**src/rtl/sb_rx_packet_framer.sv**
```systemverilog
// Sideband RX packet framer.
// This block sits between the 64-bit deserializer and the sideband data decoder.
// It accepts assembled words and tracks whether the next word is a header or a payload.
// It checks control parity (CP) and data parity (DP), validates the opcode, and aborts
// a packet whose payload does not arrive in time. All outputs are registered.
//
// Ports:
//   i_clk                     sideband clock
//   i_rst_n                   asynchronous active-low reset
//   i_rx_enable               framer enable; low flushes to idle on the next edge
//   i_deser_valid             one-cycle pulse, i_deser_data holds a complete word
//   i_deser_data[63:0]        deserialized word
//   o_data[63:0]              registered copy of the last accepted word
//   o_header_is_valid_on_bus  pulse: o_data is a good header
//   o_data_enable             pulse: o_data is a good payload
//   o_header_has_data         level, updated with header strobe: header carries data
//   o_parity_error            pulse: CP or DP failure
//   o_opcode_error            pulse: unsupported opcode with good CP
//   o_timeout                 pulse: payload missing after TIMEOUT_CYCLES
module sb_rx_packet_framer #(
  parameter int unsigned TIMEOUT_CYCLES = 256,
  parameter logic [4:0]  OPC_MSG_NODATA = 5'b10010,
  parameter logic [4:0]  OPC_MSG_DATA   = 5'b11011
) (
  input  logic        i_clk,
  input  logic        i_rst_n,
  input  logic        i_rx_enable,
  input  logic        i_deser_valid,
  input  logic [63:0] i_deser_data,
  output logic [63:0] o_data,
  output logic        o_header_is_valid_on_bus,
  output logic        o_data_enable,
  output logic        o_header_has_data,
  output logic        o_parity_error,
  output logic        o_opcode_error,
  output logic        o_timeout
);

  localparam logic [1:0] StIdle     = 2'd0;
  localparam logic [1:0] StWaitData = 2'd1;
  localparam logic [1:0] StDropData = 2'd2;

  // The last counter value before the timeout fires (TIMEOUT_CYCLES is limited to 2..65535).
  localparam logic [15:0] TimeoutLast = 16'(TIMEOUT_CYCLES - 1);

  logic [1:0]  state_q, state_d;
  logic [15:0] cnt_q, cnt_d;
  logic        dp_q, dp_d;
  logic [63:0] data_q, data_d;
  logic        hv_q, hv_d;
  logic        de_q, de_d;
  logic        hd_q, hd_d;
  logic        pe_q, pe_d;
  logic        oe_q, oe_d;
  logic        to_q, to_d;

  logic [4:0] opcode;
  logic       cp_ok;
  logic       dp_ok;

  assign opcode = i_deser_data[4:0];
  assign cp_ok  = ((^i_deser_data[61:0]) == i_deser_data[63]);
  assign dp_ok  = ((^i_deser_data) == dp_q);

  always_comb begin
    state_d = state_q;
    cnt_d   = cnt_q;
    dp_d    = dp_q;
    data_d  = data_q;
    hd_d    = hd_q;
    hv_d    = 1'b0;
    de_d    = 1'b0;
    pe_d    = 1'b0;
    oe_d    = 1'b0;
    to_d    = 1'b0;

    if (!i_rx_enable) begin
      state_d = StIdle;
      cnt_d   = 16'd0;
    end else begin
      if (i_deser_valid) begin
        data_d = i_deser_data;
      end
      case (state_q)
        StIdle: begin
          if (i_deser_valid) begin
            if (!cp_ok) begin
              pe_d = 1'b1;
              // A corrupted data header still occupies the link for one payload word.
              if (opcode == OPC_MSG_DATA) begin
                state_d = StDropData;
                cnt_d   = 16'd0;
              end
            end else if (opcode == OPC_MSG_NODATA) begin
              hv_d = 1'b1;
              hd_d = 1'b0;
            end else if (opcode == OPC_MSG_DATA) begin
              hv_d    = 1'b1;
              hd_d    = 1'b1;
              dp_d    = i_deser_data[62];
              cnt_d   = 16'd0;
              state_d = StWaitData;
            end else begin
              oe_d = 1'b1;
            end
          end
        end
        StWaitData, StDropData: begin
          // A word that arrives in the expiry cycle takes priority over the timeout.
          if (i_deser_valid) begin
            if (state_q == StWaitData) begin
              if (dp_ok) de_d = 1'b1;
              else       pe_d = 1'b1;
            end
            state_d = StIdle;
          end else if (cnt_q == TimeoutLast) begin
            to_d    = 1'b1;
            state_d = StIdle;
          end else begin
            cnt_d = cnt_q + 16'd1;
          end
        end
        default: begin
          state_d = StIdle;
          cnt_d   = 16'd0;
        end
      endcase
    end
  end

  always_ff @(posedge i_clk or negedge i_rst_n) begin
    if (!i_rst_n) begin
      state_q <= StIdle;
      cnt_q   <= 16'd0;
      dp_q    <= 1'b0;
      data_q  <= 64'd0;
      hv_q    <= 1'b0;
      de_q    <= 1'b0;
      hd_q    <= 1'b0;
      pe_q    <= 1'b0;
      oe_q    <= 1'b0;
      to_q    <= 1'b0;
    end else begin
      state_q <= state_d;
      cnt_q   <= cnt_d;
      dp_q    <= dp_d;
      data_q  <= data_d;
      hv_q    <= hv_d;
      de_q    <= de_d;
      hd_q    <= hd_d;
      pe_q    <= pe_d;
      oe_q    <= oe_d;
      to_q    <= to_d;
    end
  end

  assign o_data                   = data_q;
  assign o_header_is_valid_on_bus = hv_q;
  assign o_data_enable            = de_q;
  assign o_header_has_data        = hd_q;
  assign o_parity_error           = pe_q;
  assign o_opcode_error           = oe_q;
  assign o_timeout                = to_q;

endmodule

```
**config.mk**
```make
export PLATFORM = sky130hd
export DESIGN_NAME = sb_rx_packet_framer
export DESIGN_NICKNAME = d
export VERILOG_FILES = /design/src/rtl/sb_rx_packet_framer.sv
export SDC_FILE = /design/constraint.sdc
export NUM_CORES = 1
export LEC_CHECK = 0
export BUFFER_PORTS_ARGS = -buffer_cell sky130_fd_sc_hd__buf_2
export CAP_MARGIN = 10
export CORE_MARGIN = 2
export CORE_UTILIZATION = 50
export DETAILED_ROUTE_END_ITERATION = 10
export GPL_TIMING_DRIVEN = 0
export PLACE_DENSITY = 0.79
export SLEW_MARGIN = 40
export SYNTH_ARGS = -nofsm -noshare
export SYNTH_HDL_FRONTEND = slang
export SYNTH_SLANG_ARGS = --single-unit
```
**constraint.sdc**
```tcl
create_clock -name i_clk -period 6.1 [get_ports i_clk]
set_input_delay 1.22 -clock i_clk [delete_from_list [all_inputs] [get_ports i_clk]]
set_output_delay 1.22 -clock i_clk [all_outputs]
set_load 0.05 [all_outputs]
```
==> metrics.md <==
| Metric | Value |
|---|---|
| Port Buffer Count | `around 140` |
| Global-route wire length before repair | `around 16 mm` |
| Critical Path End Type | `flop` |
| Die Footprint | `0.00946 mm^2` |
| Hold WC Path Type | `flop to flop` |
| Post-cts gate resize count | `0` |
| Layout cells sized above 1 | `0.427` |
| Synth Net Count | `438` |
| Die Ht | `97.2 um` |
| Clock root buffer master | `clkbuf_8` |
| CP Max Fanout | `9` |
| Achievable frequency | `between 0.2 and 0.3 GHz` |
| EDFF count, synth | `0` |
| Worst path bufs/invs | `2` |
| Rows | `34` |
| Delay-heaviest family, CP | `XOR/XNOR gates` |
| Cell variety after synth | `34` |
| Worst-case reg-to-reg path depth | `9` |
| Max Slew Vio Count | `0` |
| Gate Count Post-Synth | `about 360` |
| CTS tree | `built` |
| GR Overflow Total | `0` |
| WHS Endpoint | `o_data[0]$_DFFE_PN0P_` |
| Residual DRC | `0` |
| TritonCTS Buffers | `9` |
| Die span in x | `97.2 um` |
| Ys async rst share | `1.00` |
| Ratio of total power to cell area | `about 350 mW/mm^2` |
| Diode count | `0` |
| Crit path kind | `primary input to flop` |
| Final ANT Viol Nets | `0` |
| Final hold vios | `0` |
| RR Endpoint | `cnt_q[7]$_DFFE_PN0P_` |
| Setup TNS Final | `0 ps` |
| Worst Max-Slew Pin Slew | `approximately 680 ps` |
| Final instance area | `between 0.005 and 0.006 mm^2` |
| Synthesis-to-finish area growth | `24.2%` |
| RSZ-0062 raised after global routing | `false` |
| Slowest cell on the critical path | `xnor3_2` |
| Crit path time final | `between 3000 and 4000 ps` |
| Flop-to-flop setup slack | `~4000 ps` |
| Critical path launch point | `i_deser_data[0]` |
| Initial Util | `0.506` |
| Clock skew | `between 9 and 10 ps` |
| Worst hold start | `o_data[0]$_DFFE_PN0P_` |
| Routed WL | `10.1 mm` |
| VDD IR-drop max | `0.195 mV` |
| Nets@finish | `just under 600` |
| Ys Warns | `0` |
| Global Route Usage Sum | `0.217` |
| Clock Sink Count | `89` |
| Initial drt markers | `roughly 110` |
| H-tree Lvls | `3` |
| Clk slew on worst S/H paths | `~90 ps` |
| Mean post-synth cell area | `roughly 12 um^2` |
| Sequential-to-total area share from yosys stat | `0.512` |
| Top_reg_cell synth | `dfrtp_1` |
| Status | `finished clean` |
| Most used cell along the critical path | `xnor2_1` |
| Post-CTS Hold Buffers | `0` |
| Worst EP required | `6340 ps` |
| Vias in the first global route | `approximately 3400` |
| Synth area leaders | `dfrtp_1 (51%), mux2_2 (16%), xnor2_1 (9.5%)` |
| RR Startpoint | `cnt_q[5]$_DFFE_PN0P_` |
| HPWL after DPL | `slightly below 8 mm` |
| Max_slew headroom | `0.550` |
| Startpoint Class | `primary input` |
| GPL Wtd Cong | `0.916` |
| Setup Buffers After CTS | `0` |
| I/O pin count | `about 140` |
| Worst path arrival time | `about 4000 ps` |
| Post-synth top area cell | `dfrtp_1` |
| P_leak | `between 2 and 3 nW` |
| Final-report setup violation count | `0` |
| Max-cap violation count | `0` |
| Largest net degree at the start of global routing | `63` |
| Crit-path cells | `buf_2 > inv_1 > ha_1 > xnor2_1 > xnor2_1 > xnor2_1 > xnor3_1 > xnor3_2 > nand3_1 > nor3b_1 > mux2_2` |
| Via-to-Cell Ratio | `between 5 and 6` |
| Clk Latency, worst-skew pair | `between 300 and 400 ps` |
| Area fraction of the dominant cell type after synthesis | `0.512` |
| Tcrit/Tclk final | `0.629` |
| Core area | `approximately 0.0086 mm^2` |
| WL per Instance | `~16 um` |
| Hold-critical path depth | `2` |
| Post-synthesis cell area | `approximately 0.0043 mm^2` |
| Clock Path Buffers | `2` |
| Worst path max stage delay | `540 ps` |
| Drt pass-1 iters | `4` |
| Dpl cell area | `~0.0052 mm^2` |
| Flops & latches, synth | `89` |
| Total number of vias | `~3300` |
| Initial antenna violation count | `0` |
synth_stat cells, types with 2 or more instances:
cell,count
xnor3_1,3
xor2_1,7
a31oi_1,5
a21oi_1,11
and2_1,2
nor2_1,12
nor2b_1,2
xnor2_1,47
dfrtp_1,89
nand3_1,9
nand4_1,4
ha_1,8
o31ai_1,6
a41oi_1,3
nand2_1,21
buf_1,8
o21ai_0,29
clkbuf_1,5
nor3_1,5
and3_1,3
nor4_1,4
mux2_2,62
o41ai_1,2
inv_1,5
layer usage:
layer	wire (um)	global-route usage	vias to the layer above
li1	-	-	1576
met1	4280	0.288	1601
met2	4880	0.354	143
met3	700	0.0554	16
met4	196	0.0652	0
met5	0	0	-
worst max-delay path by stage:
stage,endpoint,cells past startpoint
2_1_floorplan,dp_q$_DFFE_PN0P_,10
3_3_place_gp,dp_q$_DFFE_PN0P_,11
3_5_place_dp,dp_q$_DFFE_PN0P_,11
4_1_cts,dp_q$_DFFE_PN0P_,11
5_1_grt,dp_q$_DFFE_PN0P_,11
6_report,dp_q$_DFFE_PN0P_,11
through the flow:
step	hold WS (ps)	util	power, mW	setup WS [ps]	instances
global route	507	0.628	2.01	2070	623
floorplan	445	-	1.32	2370	362
global placement	462	0.601	1.50	1910	607
finish	486	0.628	1.91	2270	623
CTS	494	0.628	1.93	2260	623
detailed placement	473	0.606	1.53	1880	608
power breakdown:
part | internal, mW | switching (mW) | total [mW]
clock network | 0.189 | 0.215 | 0.404
registers | 0.661 | 0.0348 | 0.696
logic | 0.294 | 0.519 | 0.813
sequential cells by signal, indices dropped and copies added, names as in the netlist:
name	count
cnt_q	16
dp_q	1
o_data	64
o_data_enable	1
o_header_has_data	1
o_header_is_valid_on_bus	1
o_opcode_error	1
o_parity_error	1
o_timeout	1
state_q	2
layout make-up:
class	instances	area [um^2]
multi-input combinational	254	2050
clock buffer	9	124
fill	695	3190
buffer	14	53.8
tap	108	135
inverter	5	18.8
sequential	89	2230
clock inverter	6	68.8
timing repair buffer	138	719
worst min-delay path, stage by stage (launching register included):
cell and delay [ps]:
dfrtp_1 350, nand2_1 40, o21ai_0 60
cell families (layout without fill, tap and decap cells):
| logic type | after synthesis | after routing | share of synthesized area |
|---|---|---|---|
| AO/OA/AOI/OAI | 60 | 60 | 0.0832 |
| XOR/XNOR | 58 | 58 | 0.130 |
| adder cells (fa/ha/maj) | 8 | 8 | 0.0230 |
| buffers and inverters | 19 | 172 | 0.0167 |
| flip-flops | 89 | 89 | 0.512 |
| multiplexers | 63 | 63 | 0.163 |
| AND/OR/NAND/NOR | 65 | 65 | 0.0720 |
cell usage in the layout (no fill, tap or decap), types with 3 or more instances in the layout:
cell and count:
buf_2 137, dfrtp_1 89, mux2_2 62, xnor2_1 47, o21ai_0 29, nand2_1 21
nor2_1 12, a21oi_1 11, nand3_1 9, clkbuf_8 9, buf_1 8, ha_1 8
xor2_1 7, o31ai_1 6, inv_1 5, clkbuf_1 5, nor3_1 5, a31oi_1 5
nand4_1 4, nor4_1 3, xnor3_1 3, and3_1 3, a41oi_1 3
(Power assumes the default switching activity.)
